## config.mk

```make
export PLATFORM = sky130hd
export DESIGN_NAME = imem_uart_loader
export DESIGN_NICKNAME = d
export VERILOG_FILES = /design/src/rtl/imem_uart_loader_pkg.sv /design/src/rtl/imem_uart_loader_if.sv /design/src/rtl/imem_uart_loader_uart_rx.sv /design/src/rtl/imem_uart_loader.sv
export SDC_FILE = /design/constraint.sdc
export NUM_CORES = 1
export LEC_CHECK = 0
export CORE_UTILIZATION = 35
export DETAILED_ROUTE_END_ITERATION = 8
export GPL_ROUTABILITY_DRIVEN = 0
export PLACE_DENSITY = 0.56
export SLEW_MARGIN = 10
export SYNTH_ARGS = -nofsm -noshare
export SYNTH_HDL_FRONTEND = slang
export SYNTH_HIERARCHICAL = 1
export SYNTH_SLANG_ARGS = --single-unit
```

## constraint.sdc

```tcl
create_clock -name clk -period 3.7 [get_ports clk]
set_input_delay 0.74 -clock clk [delete_from_list [all_inputs] [get_ports clk]]
set_output_delay 0.74 -clock clk [all_outputs]
set_load 0.05 [all_outputs]
```

## src/rtl/imem_uart_loader_pkg.sv

```systemverilog
// Shared definitions for the UART program loader: FSM state encoding and header length.
package loader_pkg;

  localparam int HDR_BYTES = 2;

  typedef enum logic [2:0] {
    ST_IDLE = 3'd0,
    ST_HDR0 = 3'd1,
    ST_HDR1 = 3'd2,
    ST_DATA = 3'd3,
    ST_DONE = 3'd4,
    ST_ERR  = 3'd5
  } state_t;

endpackage

```

## src/rtl/imem_uart_loader_if.sv

```systemverilog
// Byte-stream link from the UART receiver to the loader FSM.
interface imem_uart_loader_if;

  logic [7:0] rx_byte;
  logic       rx_valid;
  logic       frame_err;

  modport master (output rx_byte, rx_valid, frame_err);
  modport slave  (input  rx_byte, rx_valid, frame_err);

endinterface

```

## src/rtl/imem_uart_loader_uart_rx.sv

```systemverilog
// 8N1 UART receiver with input synchronizer, start-bit glitch rejection and framing check.
module uart_rx #(
  parameter int CLKS_PER_BIT = 434
) (
  input  logic clk,
  input  logic reset,
  input  logic serial_in,
  imem_uart_loader_if.master rx
);

  localparam int CW = $clog2(CLKS_PER_BIT);
  localparam logic [CW-1:0] HALF_LAST = CW'(CLKS_PER_BIT / 2 - 1);
  localparam logic [CW-1:0] BIT_LAST  = CW'(CLKS_PER_BIT - 1);

  localparam logic [1:0] RX_IDLE  = 2'd0;
  localparam logic [1:0] RX_START = 2'd1;
  localparam logic [1:0] RX_DATA  = 2'd2;
  localparam logic [1:0] RX_STOP  = 2'd3;

  logic [1:0]    sync;
  logic          line;
  logic [1:0]    state;
  logic [CW-1:0] cnt;
  logic [2:0]    bit_idx;
  logic [7:0]    shreg;

  assign line = sync[1];

  // NOTE: every register here is updated with <= so all flops see pre-edge values.
  always_ff @(posedge clk or posedge reset) begin
    if (reset) begin
      sync         <= 2'b11;
      state        <= RX_IDLE;
      cnt          <= '0;
      bit_idx      <= '0;
      shreg        <= '0;
      rx.rx_byte   <= '0;
      rx.rx_valid  <= 1'b0;
      rx.frame_err <= 1'b0;
    end else begin
      sync         <= {sync[0], serial_in};
      rx.rx_valid  <= 1'b0;
      rx.frame_err <= 1'b0;
      case (state)
        RX_IDLE: begin
          cnt <= '0;
          if (!line) state <= RX_START;
        end
        RX_START: begin
          // Re-check mid start bit; a line already back high was only a glitch.
          if (cnt == HALF_LAST) begin
            cnt     <= '0;
            bit_idx <= '0;
            state   <= line ? RX_IDLE : RX_DATA;
          end else begin
            cnt <= cnt + 1'b1;
          end
        end
        RX_DATA: begin
          if (cnt == BIT_LAST) begin
            cnt     <= '0;
            shreg   <= {line, shreg[7:1]};
            bit_idx <= bit_idx + 1'b1;
            if (bit_idx == 3'd7) state <= RX_STOP;
          end else begin
            cnt <= cnt + 1'b1;
          end
        end
        default: begin
          if (cnt == BIT_LAST) begin
            cnt   <= '0;
            state <= RX_IDLE;
            if (line) begin
              rx.rx_byte  <= shreg;
              rx.rx_valid <= 1'b1;
            end else begin
              rx.frame_err <= 1'b1;
            end
          end else begin
            cnt <= cnt + 1'b1;
          end
        end
      endcase
    end
  end

endmodule

```

## src/rtl/imem_uart_loader.sv

```systemverilog
// Loads a length-prefixed little-endian program over UART into instruction memory,
// holding the CPU in reset until the load completes.
module imem_uart_loader
  import loader_pkg::*;
#(
  parameter int CLKS_PER_BIT = 434,
  parameter int DEPTH_WORDS  = 64
) (
  input  logic                           clk,
  input  logic                           reset,
  input  logic                           start,
  input  logic                           uart_rx,
  output logic                           imem_we,
  output logic [$clog2(DEPTH_WORDS)-1:0] imem_addr,
  output logic [31:0]                    imem_wdata,
  output logic                           cpu_reset,
  output logic                           done,
  output logic                           error
);

  localparam int AW = $clog2(DEPTH_WORDS);

  imem_uart_loader_if rx_link ();

  uart_rx #(.CLKS_PER_BIT(CLKS_PER_BIT)) u_rx (
    .clk       (clk),
    .reset     (reset),
    .serial_in (uart_rx),
    .rx        (rx_link)
  );

  state_t                   state;
  logic [HDR_BYTES*8-1:0]   word_count;
  logic [HDR_BYTES*8-1:0]   words_done;
  logic [1:0]               byte_idx;
  logic [23:0]              word_buf;
  logic [HDR_BYTES*8-1:0]   hdr_count;
  logic                     last_word;

  assign hdr_count = {rx_link.rx_byte, word_count[7:0]};
  assign last_word = (words_done + 1'b1) == word_count;

  assign cpu_reset = (state != ST_DONE);
  assign done      = (state == ST_DONE);
  assign error     = (state == ST_ERR);

  always_ff @(posedge clk or posedge reset) begin
    if (reset) begin
      state      <= ST_IDLE;
      word_count <= '0;
      words_done <= '0;
      byte_idx   <= '0;
      word_buf   <= '0;
      imem_we    <= 1'b0;
      imem_addr  <= '0;
      imem_wdata <= '0;
    end else begin
      imem_we <= 1'b0;
      case (state)
        ST_HDR0: begin
          if (rx_link.frame_err) begin
            state <= ST_ERR;
          end else if (rx_link.rx_valid) begin
            word_count[7:0] <= rx_link.rx_byte;
            state           <= ST_HDR1;
          end
        end
        ST_HDR1: begin
          if (rx_link.frame_err) begin
            state <= ST_ERR;
          end else if (rx_link.rx_valid) begin
            word_count <= hdr_count;
            if (hdr_count == '0)
              state <= ST_DONE;
            else if ({16'd0, hdr_count} > 32'(DEPTH_WORDS))
              state <= ST_ERR;
            else
              state <= ST_DATA;
          end
        end
        ST_DATA: begin
          if (rx_link.frame_err) begin
            state <= ST_ERR;
          end else if (rx_link.rx_valid) begin
            byte_idx <= byte_idx + 1'b1;
            if (byte_idx == 2'd3) begin
              // Header bound guarantees words_done < DEPTH_WORDS here.
              imem_we    <= 1'b1;
              imem_addr  <= words_done[AW-1:0];
              imem_wdata <= {rx_link.rx_byte, word_buf};
              words_done <= words_done + 1'b1;
              if (last_word) state <= ST_DONE;
            end else begin
              word_buf <= {rx_link.rx_byte, word_buf[23:8]};
            end
          end
        end
        default: begin
          // IDLE, DONE and ERR: only start matters; received bytes are dropped.
          if (start) begin
            state      <= ST_HDR0;
            word_count <= '0;
            words_done <= '0;
            byte_idx   <= '0;
          end
        end
      endcase
    end
  end

endmodule

```

==> results by group, run 1 <==
Route
  • Post-route ant nets: 0
  • Drt wl/cell: 15.7 um
  • Initial drt markers: 233
  • Drt via density: 5.15
  • Drt pass-1 iters: 4
  • Drt drc: 0
  • Drt total wl: 13900 um
  • Routed via count: 4550

Power
  • P_sw: 862 uW
  • Cell-internal power: 2.65 mW
  • Power Density: 469 nW/um2
  • Max IR drop VDD: 0.288 mV
  • Switching part of the total: 0.245
  • Leakage power: 3.54 nW
  • Comb pwr share: 0.089
  • Flop pwr share: 0.439
  • Power share of the clock group: 0.473

Layout
  • Number of diodes: 0
  • Commonest non-fill, non-tap cells in the layout: nand2_1, dfrtp_1, clkdlybuf4s50_1, mux2_2, nor2_1
  • Commonest non-fill, non-tap cell in the layout: nand2_1
  • Final cell count without fillers: 883
  • Layout cells sized above 1: 0.140
  • P&R area growth vs syn: 19.2%
  • Final net count: 657

Timing
  • Post-Route Skew: 5.26 ps
  • Fin Setup TNS: 0 ps
  • Worst Max-Slew Pin Slew: 1040 ps
  • FMAX: 342 MHz
  • Min Tclk post-route: 2920 ps
  • Unrepaired setup endpoints after global routing: no
  • Fin. Hold Viols: 0
  • Final worst path period share: 0.789
  • Finish-stage setup viols: 0
  • Max-Slew Margin vs Limit: 0.306
  • Max Slew Vio Count: 0

CTS
  • CTS Buf Count: 17
  • Clk_lat worst skew: 410 ps
  • CTS tree: yes
  • Clk buf depth: 2
  • Clock slew at reported path FFs: 60 ps
  • CTS Sinks: 134
  • Postcts setup bufs: 0
  • Root buf cell: clkbuf_16
  • Post-CTS Hold Fix Bufs: 0
  • Post-CTS resize count: 0
  • CTS H-tree depth: 4

Die
  • Core box area: 17400 um2
  • Initial Util: 0.361
  • Die width: 136 um
  • Rows: 48
  • Ports: 46
  • Die area: 18500 um2
  • Die Height: 136 um

Min path
  • Min-Delay Path Class: flop to flop

Global route
  • First-pass GRT wire length: 23100 um
  • Largest net degree at the start of global routing: 59
  • All-layer global routing usage: 0.161
  • Antenna violations before repair: 0
  • GRT overflow: 0
  • Vias in the first global route: 4496

Critical path
  • CP startpoint kind: flop
  • CP Cell Sequence: nor2b_1 -> and2_1 -> clkdlybuf4s50_1
  • Required @ worst endpoint: 2960 ps
  • Critical path class: flop to output pin
  • Critical-path top delay cell: clkdlybuf4s50_1
  • CP peak stage delay: 810 ps
  • Critical path capture point type: output pin
  • Critical path peak fanout: 15
  • Delay-heaviest family, CP: buffers and inverters
  • Crit path arrival time: 2180 ps
  • CP Buf/Inv Count: 1

Placement
  • Dpl hpwl: 9250 um
  • Placed cells: 852
  • Count of input and output buffers: 45

Synth
  • Async S/R FF share, synth: 1.00
  • Synth Area in Simple Gates: 0.195
  • Synth Area in Compound Gates: 0.103
  • Adder-Cell Fraction of Synth Area: 0.0139
  • Post-Synth XOR/XNOR Area: 0.0432
  • Yosys cell types: 69
  • Largest family of logic cells by synthesized area: simple AND/OR/NAND/NOR gates
  • Synthesis Warnings: 6
  • Cell Area, Synth: 6280 um2
  • Seq/Total Area, Yosys: 0.534
  • Synth Instances: 606
  • Ys flop type: dfrtp_1
  • Post-synthesis mux area share: 0.0765
  • #FFs+latches synth: 134
  • Number of synthesized flops with an enable pin: 0
  • Syn nets: 617
  • Mean post-synth cell area: 10.4 um2

Status
  • Status: completed

Job
  • Max-cap viol count: 0
## cell usage after synthesis, types with 4 or more instances
| cell type | n | area (um2) |
|---|---|---|
| inv_1 | 9 | 33.8 |
| nand2_1 | 152 | 571 |
| buf_6 | 4 | 45.0 |
| mux2_2 | 33 | 372 |
| nand3_1 | 15 | 75.1 |
| a21oi_1 | 12 | 60.1 |
| buf_2 | 7 | 35.0 |
| clkbuf_1 | 11 | 41.3 |
| nor2_1 | 32 | 120 |
| xnor2_1 | 21 | 184 |
| nand3_2 | 4 | 40.0 |
| o211ai_1 | 4 | 30.0 |
| nor4_1 | 6 | 37.5 |
| nand4_1 | 4 | 25.0 |
| dfrtp_1 | 132 | 3300 |
| mux2_1 | 7 | 78.8 |
| o21ai_0 | 20 | 100 |
| nor2b_1 | 6 | 37.5 |
| o31ai_1 | 8 | 60.1 |
| o21ai_1 | 15 | 75.1 |
| a22o_1 | 9 | 78.8 |
| and3_1 | 8 | 50.1 |
| and4_1 | 4 | 35.0 |
| xor2_1 | 10 | 87.6 |
| ha_1 | 7 | 87.6 |
## worst paths after layout
check / cells after the start / slack [ps] / end / startpoint
setup / recovery: 3 / 780 / error / state[0]
hold / removal: 0 / 360 / u_rx/sync[1] / u_rx/sync[0]
setup reg to reg: 7 / 1070 / words_done[13] / state[2]
hold reg to reg: 0 / 360 / u_rx/sync[1] / u_rx/sync[0]
max in group asynchronous: 3 / 2190 / imem_addr[1] / reset
min in group asynchronous: 2 / 800 / imem_wdata[22] / reset
## routing by layer
| layer | wire length, um | GRT usage | vias to the layer above | part of all wire |
|---|---|---|---|---|
| met5 | 0 | 0 | - | 0 |
| met1 | 6180 | 0.208 | 2288 | 0.45 |
| li1 | - | - | 2172 | - |
| met4 | 143 | 0.0611 | 0 | 0.010 |
| met2 | 7080 | 0.262 | 77 | 0.51 |
| met3 | 444 | 0.0380 | 13 | 0.032 |
## flip-flops by register name, indices dropped and copies added, names as in the netlist, 2 cells and up
name / cells
word_count: 16
state: 3
word_buf: 24
u_rx/bit_idx: 3
imem_wdata: 32
u_rx/shreg: 8
u_rx/state: 2
u_rx/rx.rx_byte: 8
imem_addr: 6
u_rx/sync: 2
words_done: 16
byte_idx: 2
u_rx/cnt: 9
## power groups by stage
stage               clock network, mW  registers, mW  logic, mW
finish                           1.66           1.54      0.312
floorplan                           0           1.53      0.271
CTS                              1.70           1.54      0.316
detailed placement                  0           1.57      0.312
global route                     1.77           1.55      0.354
global placement                    0           1.56      0.309
## metrics by stage
step / worst slack, ps / cell area [um2] / utilization / hold WS [ps] / power [mW]
final: 779 / 7490 / 0.430 / 355 / 3.51
after global routing: 688 / 7490 / 0.430 / 357 / 3.67
after CTS: 760 / 7490 / 0.430 / 356 / 3.55
after detailed placement: 866 / 6900 / 0.396 / 348 / 1.88
after global placement: 922 / 6900 / 0.396 / 346 / 1.87
after floorplan: 341 / 6280 / - / 345 / 1.80
## worst register-to-register path: stages (launching register included)
cell and delay (ps):
dfrtp_1 520, nor3b_1 550, and3_1 340, nand2_2 90, inv_2 320, buf_4 370
nand2_1 120, o31ai_1 230
## cell type report
| type | count | area, um2 |
|---|---|---|
| clock buffer | 23 | 488 |
| clock inverter | 8 | 96.3 |
| fill | 1665 | 9930 |
| inverter | 10 | 40.0 |
| multi-input combinational | 432 | 2720 |
| sequential | 134 | 3360 |
| tap | 225 | 282 |
| timing repair buffer | 51 | 508 |
## kinds of logic after synthesis
logic type / after synthesis
XOR/XNOR: 31
AO/OA/AOI/OAI: 93
flip-flops: 134
multiplexers: 43
AND/OR/NAND/NOR: 258
buffers and inverters: 40
adder cells (fa/ha/maj): 7
Power figures use the tool's default switching activity.
==> inputs of run 2 (changes only) <==
--- a/config.mk
+++ b/config.mk
@@ -8,7 +8,7 @@
 export CORE_UTILIZATION = 35
 export DETAILED_ROUTE_END_ITERATION = 8
 export GPL_ROUTABILITY_DRIVEN = 0
-export PLACE_DENSITY = 0.56
+export PLACE_DENSITY = 0.58
 export SLEW_MARGIN = 10
 export SYNTH_ARGS = -nofsm -noshare
 export SYNTH_HDL_FRONTEND = slang
==> constraint.sdc (replaced) <==
create_clock -name clk -period 2.63 [get_ports clk]
set_input_delay 0.526 -clock clk [delete_from_list [all_inputs] [get_ports clk]]
set_output_delay 0.526 -clock clk [all_outputs]
set_load 0.05 [all_outputs]
==> run 2 against run 1 <==
Worst hold slack better by 1.3 ps. Combinational power up 70%. Count of clock-buffer cells in the layout down 4. Clock skew up 0.87 ps. Final area up 1.1%. Cell count up 0.79%. Utilization up 0.48 points. Register-to-register slack worse by 760 ps. Die area unchanged. Clock power up 41%.
==> results by group, run 2 (synthesized netlist as in run 1, its figures left out) <==
Critical path
  • Crit path arrival time: 1890 ps (-290 ps)
  • Critical path class: flop to output pin
  • CP Cell Sequence: nand2_1 -> clkdlybuf4s50_1
  • CP peak stage delay: 810 ps (about the same)
  • Critical path peak fanout: 14 (-1)
  • Critical-path top delay cell: clkdlybuf4s50_1
  • CP startpoint kind: flop
  • Critical path capture point type: output pin
  • CP Buf/Inv Count: 1 (unchanged)
  • Required @ worst endpoint: 2100 ps (-860 ps)
  • Delay-heaviest family, CP: buffers and inverters

Route
  • Initial drt markers: 231 (-0.86%)
  • Drt via density: 5.16 (about the same)
  • Post-route ant nets: 0 (unchanged)
  • Drt drc: 0 (unchanged)
  • Drt total wl: 14000 um (+1.0%)
  • Routed via count: 4588 (+0.84%)
  • Drt wl/cell: 15.7 um (+0.25%)
  • Drt pass-1 iters: 5 (+1)

Min path
  • Min-Delay Path Class: flop to flop

Timing
  • Hold_ws: 357 ps (+1.25 ps)
  • Finish-stage setup viols: 0 (unchanged)
  • Unrepaired setup endpoints after global routing: no
  • Worst Max-Slew Pin Slew: 993 ps (-47.8 ps)
  • Max-Slew Margin vs Limit: 0.335 (+0.0294)
  • Final worst path period share: 0.918
  • FMAX: 414 MHz
  • Post-Route Skew: 6.13 ps (+0.870 ps)
  • Fin. Hold Viols: 0 (unchanged)
  • Min Tclk post-route: 2420 ps
  • Fin Setup TNS: 0 ps (unchanged)
  • Max Slew Vio Count: 0 (unchanged)

Layout
  • Number of diodes: 0 (unchanged)
  • Top flop regs: imem_wdata (32), word_buf (24)
  • Final cell count without fillers: 890 (+0.79%)
  • P&R area growth vs syn: 20.5%
  • Commonest non-fill, non-tap cells in the layout: nand2_1, dfrtp_1, clkdlybuf4s50_1, mux2_2, nor2_1
  • Biggest register: imem_wdata
  • Commonest non-fill, non-tap cell in the layout: nand2_1
  • Layout cells sized above 1: 0.156 (+0.0166)
  • Final net count: 665 (+1.2%)
  • Largest register FFs: 32 (unchanged)

Global route
  • Grt peak-use layer: met2
  • GR Util met3: 0.0399 (+0.00186)
  • First-pass GRT wire length: 23500 um (+1.8%)
  • Met1 Track Usage GR: 0.210 (+0.00245)
  • Met2 Usage GRT: 0.275 (+0.0128)
  • All-layer global routing usage: 0.165 (+0.00388)
  • Vias in the first global route: 4690 (+4.3%)
  • GRT overflow: 0 (unchanged)
  • Largest net degree at the start of global routing: 59 (unchanged)
  • Antenna violations before repair: 0 (unchanged)

Power
  • Power Density: 658 nW/um2 (+40%)
  • Max IR drop VDD: 0.461 mV (+60%)
  • Leakage power: 3.60 nW (+1.8%)

CTS
  • CTS tree: yes
  • Clk_lat worst skew: 410 ps (about the same)
  • Clk buf depth: 2 (unchanged)
  • CTS H-tree depth: 4 (unchanged)
  • CTS Buf Count: 17 (unchanged)
  • CTS Sinks: 134 (unchanged)
  • Post-CTS Hold Fix Bufs: 0 (unchanged)
  • Clock slew at reported path FFs: 60 ps (about the same)
  • Root buf cell: clkbuf_16

Placement
  • Count of input and output buffers: 45 (unchanged)
  • Dpl hpwl: 9610 um (+3.8%)
  • Placed cells: 860 (+0.94%)

Die
  • Die width: 136 um (unchanged)
  • Die Height: 136 um (unchanged)
  • Rows: 48 (unchanged)
  • Die area: 18500 um2 (unchanged)
  • Core box area: 17400 um2 (unchanged)
  • Ports: 46 (unchanged)
  • Initial Util: 0.361 (unchanged)

Job
  • Max-cap viol count: 0 (unchanged)

Status
  • Status: completed
## run 2: cell types whose count changed in the layout (fill, tap and decap cells not counted), moves of 2 or more
cell | previous run | this run
buf_4 | 5 | 12
clkbuf_8 | 4 | 1
clkinv_2 | 4 | 7
buf_12 | 1 | 3
clkdlybuf4s50_1 | 45 | 43
## run 2: what timing repair did
| item | in CTS | in global routing |
|---|---|---|
| endpoints found under the hold margin | 0 | 0 |
| buffers inserted | 0 | 0 |
| endpoints found under the setup margin | 0 | 4 |
| gates resized for setup | 0 | 4 |
## run 2: path summary, 6_finish.rpt
check | startpoint | slack (ps) | cells after the start | endpoint
max | state[2] | 210 | 2 | cpu_reset
min in group asynchronous | reset | 590 | 2 | imem_wdata[22]
min | u_rx/sync[0] | 360 | 0 | u_rx/sync[1]
max in group asynchronous | reset | 1480 | 3 | word_buf[8]
max reg2reg | state[2] | 310 | 7 | words_done[14]
min reg2reg | u_rx/sync[0] | 360 | 0 | u_rx/sync[1]
## run 2: per-stage QoR
stage | cell area, um2 | utilization | power [mW] | setup slack, ps
final | 7570 | 0.435 | 4.99 | 215
after global routing | 7570 | 0.435 | 5.19 | 50.4
after CTS | 7560 | 0.434 | 5.05 | 93.5
after detailed placement | 6990 | 0.401 | 2.68 | 123
after global placement | 6990 | 0.401 | 2.67 | 163
after floorplan | 6290 | - | 2.53 | 597
## run 2: area by class of cell
class | instances | area [um2]
Timing Repair Buffer | 59 | 593
Clock inverter | 11 | 134
Fill cell | 1667 | 9840
Sequential cell | 134 | 3360
Multi-Input combinational cell | 432 | 2720
Clock buffer | 19 | 443
Inverter | 10 | 41.3
Tap cell | 225 | 282
## run 2: worst reg2reg max path: stages, from the launching register on
cell     delay [ps]
dfrtp_1         580
nor3b_1         130
and3_1          270
nand2_2         100
inv_2            40
nor2_1          750
o21ai_0         260
o21ai_1         120
## run 2: per-layer routing
| metal | part of all wire | routed length, um | vias up |
|---|---|---|---|
| met1 | 0.44 | 6200 | 2307 |
| met3 | 0.031 | 437 | 9 |
| li1 | - | - | 2193 |
| met4 | 0.0069 | 96 | 0 |
| met5 | 0 | 0 | - |
| met2 | 0.52 | 7260 | 79 |
## run 2: power by group
part           total (mW)  switching, mW  leakage, nW  internal (mW)
Combinational       0.531          0.345         1.46          0.186
Sequential           2.12         0.0274         1.85           2.09
Clock                2.34          0.847        0.292           1.49
Total                4.99           1.22         3.60           3.77
